$ cat config.mk
export PLATFORM = sky130hd
export DESIGN_NAME = ps2_key_event
export DESIGN_NICKNAME = d
export VERILOG_FILES = /design/src/rtl/ps2_key_event.sv
export SDC_FILE = /design/constraint.sdc
export NUM_CORES = 1
export LEC_CHECK = 0
export ABC_AREA = 1
export CORE_AREA = 2 2 114 116
export DETAILED_ROUTE_END_ITERATION = 10
export DIE_AREA = 0 0 116 118
export SLEW_MARGIN = 20
export SYNTH_ARGS = -nofsm -noshare
export SYNTH_HDL_FRONTEND = slang
export SYNTH_SLANG_ARGS = --single-unit
$ cat constraint.sdc
create_clock -name clk -period 4.01 [get_ports clk]
set_clock_uncertainty 0.1 [all_clocks]
set_input_delay 0.401 -clock clk [delete_from_list [all_inputs] [get_ports clk]]
set_output_delay 0.401 -clock clk [all_outputs]
set_load 0.03 [all_outputs]
$ cat src/rtl/ps2_key_event.sv
// PS/2 scan-byte decoder: folds E0/F0 prefixes into key press/release
// events, suppresses typematic repeats, queues events in a FWFT FIFO.
//
// Ports:
//   clk, rst          clock; synchronous active-high reset
//   rx_valid          strobe: rx_code/rx_ascii carry a received byte
//   rx_code, rx_ascii scan byte and its ASCII lookup
//   ev_valid/ev_ready head-of-FIFO handshake
//   ev_code, ev_ascii head event code (prefixes stripped) and ASCII
//   ev_ext, ev_break  head event had E0 prefix / is a release
//   held, held_code   a key is held / its code (kept after release)
//   press_cnt         two-digit BCD count of accepted presses
//   overflow          sticky: an event was dropped on a full FIFO
module ps2_key_event #(
  parameter int FIFO_DEPTH = 4
) (
  input  logic       clk,
  input  logic       rst,
  input  logic       rx_valid,
  input  logic [7:0] rx_code,
  input  logic [7:0] rx_ascii,
  output logic       ev_valid,
  input  logic       ev_ready,
  output logic [7:0] ev_code,
  output logic [7:0] ev_ascii,
  output logic       ev_ext,
  output logic       ev_break,
  output logic       held,
  output logic [7:0] held_code,
  output logic [7:0] press_cnt,
  output logic       overflow
);

  localparam int AW = (FIFO_DEPTH < 2) ? 1 : $clog2(FIFO_DEPTH);

  localparam logic [1:0] S_IDLE    = 2'd0;
  localparam logic [1:0] S_EXT     = 2'd1;
  localparam logic [1:0] S_BRK     = 2'd2;
  localparam logic [1:0] S_EXT_BRK = 2'd3;

  logic [1:0]  state;
  logic [1:0]  state_nxt;
  logic        held_ext;

  logic [17:0] mem [FIFO_DEPTH];
  logic [AW-1:0] wr_ptr;
  logic [AW-1:0] rd_ptr;
  logic [AW:0]   count;

  logic is_e0;
  logic is_f0;
  logic cur_ext;
  logic cur_brk;
  logic key;
  logic press;
  logic release_ev;
  logic is_rpt;
  logic new_press;
  logic push;
  logic pop;
  logic full;
  logic do_push;

  function automatic logic [7:0] bcd_inc(input logic [7:0] v);
    logic [7:0] r;
    r = v;
    if (v[3:0] == 4'd9) begin
      r[3:0] = 4'd0;
      r[7:4] = (v[7:4] == 4'd9) ? 4'd0 : v[7:4] + 4'd1;
    end else begin
      r[3:0] = v[3:0] + 4'd1;
    end
    return r;
  endfunction

  always_comb begin
    is_e0      = (rx_code == 8'hE0);
    is_f0      = (rx_code == 8'hF0);
    cur_ext    = (state == S_EXT) || (state == S_EXT_BRK);
    cur_brk    = (state == S_BRK) || (state == S_EXT_BRK);
    key        = rx_valid && !is_e0 && !is_f0;
    press      = key && !cur_brk;
    release_ev = key && cur_brk;
    // Same key and same E0 flag while held: autorepeat, not a new press
    is_rpt     = press && held && (held_code == rx_code)
                 && (held_ext == cur_ext);
    new_press  = press && !is_rpt;
    push       = new_press || release_ev;
    pop        = ev_valid && ev_ready;
    full       = (count == (AW+1)'(FIFO_DEPTH));
    // A full FIFO still accepts a push when the head leaves this cycle
    do_push    = push && (!full || pop);
  end

  always_comb begin
    state_nxt = state;
    if (rx_valid) begin
      unique case (state)
        S_IDLE: begin
          if (is_e0)      state_nxt = S_EXT;
          else if (is_f0) state_nxt = S_BRK;
          else            state_nxt = S_IDLE;
        end
        S_EXT: begin
          if (is_f0)      state_nxt = S_EXT_BRK;
          else if (is_e0) state_nxt = S_EXT;
          else            state_nxt = S_IDLE;
        end
        S_BRK: begin
          if (is_e0)      state_nxt = S_EXT_BRK;
          else if (is_f0) state_nxt = S_BRK;
          else            state_nxt = S_IDLE;
        end
        S_EXT_BRK: begin
          if (is_e0 || is_f0) state_nxt = S_EXT_BRK;
          else                state_nxt = S_IDLE;
        end
        default: state_nxt = S_IDLE;
      endcase
    end
  end

  always_ff @(posedge clk) begin
    if (rst) begin
      state     <= S_IDLE;
      held      <= 1'b0;
      held_ext  <= 1'b0;
      held_code <= 8'h00;
      press_cnt <= 8'h00;
      overflow  <= 1'b0;
      wr_ptr    <= '0;
      rd_ptr    <= '0;
      count     <= '0;
    end else begin
      state <= state_nxt;
      if (new_press) begin
        held      <= 1'b1;
        held_ext  <= cur_ext;
        held_code <= rx_code;
        press_cnt <= bcd_inc(press_cnt);
      end else if (release_ev && held && (held_code == rx_code)
                   && (held_ext == cur_ext)) begin
        held <= 1'b0;
      end
      if (push && full && !pop)
        overflow <= 1'b1;
      if (do_push)
        wr_ptr <= wr_ptr + AW'(1);
      if (pop)
        rd_ptr <= rd_ptr + AW'(1);
      if (do_push && !pop)
        count <= count + (AW+1)'(1);
      else if (pop && !do_push)
        count <= count - (AW+1)'(1);
    end
  end

  always_ff @(posedge clk) begin
    if (!rst && do_push)
      mem[wr_ptr] <= {rx_code, rx_ascii, cur_ext, release_ev};
  end

  always_comb begin
    ev_valid = (count != '0);
    ev_code  = mem[rd_ptr][17:10];
    ev_ascii = mem[rd_ptr][9:2];
    ev_ext   = mem[rd_ptr][1];
    ev_break = mem[rd_ptr][0];
  end

endmodule
==> flow_summary.ini <==
[synthesis]
post_synth_num_cell_types = 32
yosys.cell_count.top_type = edfxtp_1
synth_cells = 406
yosys-top-cells-count = edfxtp_1, nor2_1, o21ai_0, nand2_1, inv_1
syn-cell-area_um2 = 4240
syn_avg_cell_area_um2 = 10.4
count_of_yosys_warnings_during_synthesis = 0
ys_seq_elements = 102
synth-seq-area-share_pct = 65.2
mappedNetlistNets = 432
synth_async_sr_flop_share_pct = 0
synth_area_leader_cell = edfxtp_1
post_synth_main_area_contributors = edfxtp_1, dfxtp_1, o21ai_0, nor2_1, nand2_1
synth_enable_flop_cells = 72
synth_top_area_share_pct = 51.0
synth_flop_cell = edfxtp_1

[clock_tree]
cts_sinks = 102
max-clock-path-buffers = 2
cts-root-buf = clkbuf_16
ctsResizeCount = 0
cts_setup_buffers = 0
tritoncts_clock_tree = yes
cts.clk_slew.worst_paths_ps = 60
hold_buffers = 0
numCtsBuffers = 9
clkLatencyLatePin_ps = 330
cts-htree-levels = 3

[critical_path]
setup.worst_path.start_class = register
path_max_fanout = 36
cp-end-kind = primary output
criticalPathCategory = reg -> out
worstPathRequired_ps = 3510
arrival_ps = 2740

[timing]
setup_total_negative_slack_ps = 0
tightestPinTransition_ps = 906
setup_viol = 0
min_period_ps = 3240
final_worst_path_cycle_share_pct = 80.7
timing.final.hold_violations = 0
max_slew_margin_pct = 39.2
timing.fmax_mhz = 309
rsz0062_at_grt = no
final-max-slew-violation-count = 0

[place]
place.gp.congestion = 0.757
detailed_place_hpwl_um = 5960
number_of_port_buffers = 56

[layout]
final_layout_size_suffix_gt1_share_pct = 8.49
syn2layout_area_growth_pct = 25.4
ff_latch_area_um2 = 2760
finish.net_count = 492
final_util_pct = 42.8
nFillCells = 1204
multi_input_comb_area_um2 = 1250
n_antenna_cell = 0

[run_status]
outcome = complete, no violations

[route]
wl_per_cell_um = 14.2
via_per_instance_ratio = 4.72
num_vias = 3032
drt.antenna.violating_nets = 0
drt_first_iter_violations = 90
drc = 0
routed_wirelength_um = 9110
detailedRoute.firstPassIterationCount = 4

[die]
top_level_ports = 57
die_area_um2 = 13700
coreArea_um2 = 12400
die_w_um = 116
core.rowCount = 41
initial_cell_density_of_the_core_pct = 34.1
floorplan.die.height_um = 118

[grt]
number_of_global_route_vias_before_repair = 3008
grt-ovfl-total = 0
globalRouteTotalUtil_pct = 13.6
grt_max_degree = 37
initial_antenna_violation_count = 0
grt_first_pass_wirelength_um = 14500

[pwr]
p_leak_uw = 0.00190
power.density_nw_per_um2 = 551
max-vdd-ir-drop_mv = 0.295

[run]
drv.max_cap_violation_count = 0

[hold_path]
holdCritPathClass = reg -> reg
[kinds of logic after synthesis]
kind of cell	share of synthesized area, %
compound gates	12.6
xor+xnor	1.24
fa+ha+maj	1.95
buf+inv	5.37
flops	65.2
simple gates	13.7
[through the flow]
| stage | cells | hold WS, ps | setup slack (ps) | total power, uW | instance area, um^2 |
|---|---|---|---|---|---|
| 3_5_place_dp | 627 | 363 | 741 | 2100 | 5020 |
| 3_3_place_gp | 627 | 354 | 822 | 2090 | 5020 |
| 4_1_cts | 643 | 377 | 731 | 2970 | 5320 |
| 2_1_floorplan | 406 | 336 | 1470 | 1780 | 4240 |
| 6_report | 643 | 379 | 774 | 2930 | 5320 |
| 5_1_grt | 643 | 400 | 537 | 3080 | 5320 |
[registers in the layout (all words and copies together) (netlist names), 2 cells and up, named ones only]
signal	cells
mem	72
held_code	8
press_cnt	8
count	3
rd_ptr	2
state	2
wr_ptr	2
[area by class of cell]
type | instances | area share [%]
timing repair buffer | 64 | 11.9
multi-input combinational | 247 | 23.5
clock buffer | 10 | 4.31
inverter | 42 | 2.97
tap | 172 | 4.05
sequential | 102 | 52.0
clock inverter | 6 | 1.32
[power by group]
| part | leakage [uW] | switching [uW] | total (uW) | internal (uW) |
|---|---|---|---|---|
| combinational | 0.000865 | 519 | 818 | 299 |
| sequential | 0.000901 | 46.6 | 1250 | 1210 |
| clock | 0.000136 | 370 | 858 | 488 |
| total | 0.00190 | 936 | 2930 | 1990 |
[critical path: stages (launching register included)]
cell	delay, ps
dfxtp_1	340
clkinv_1	710
o21ai_0	510
o22ai_1	200
clkdlybuf4s50_1	640
[final timing paths]
path,slack (ps),start,to,depth (start not counted)
max reg2reg,1480,state[0],count[2],13
max,770,register,ev_code[7],4
min reg2reg,380,rd_ptr[1],rd_ptr[1],2
min,380,rd_ptr[1],rd_ptr[1],2
[layer usage]
metal  GRT usage [%]  vias up  routed length [um]  share of wire [%]
met5               0        -                   0                  0
met4            4.76        0                 178                2.0
met3            3.66       12                 386                4.2
met2            22.2       66                4430                 49
met1            17.4     1442                4110                 45
li1                -     1512                   -                  -
[cell usage in the layout (no fill, tap or decap), types with 5 or more instances in the layout]
cell,n
edfxtp_1,72
nor2_1,60
clkdlybuf4s50_1,56
o21ai_0,51
nand2_1,46
inv_1,37
dfxtp_1,30
a21oi_1,23
o22ai_1,18
nand3_1,16
clkbuf_16,9
buf_4,7
nor2_2,5
ha_1,5
Note: power is estimated with default switching activity, not from simulation.
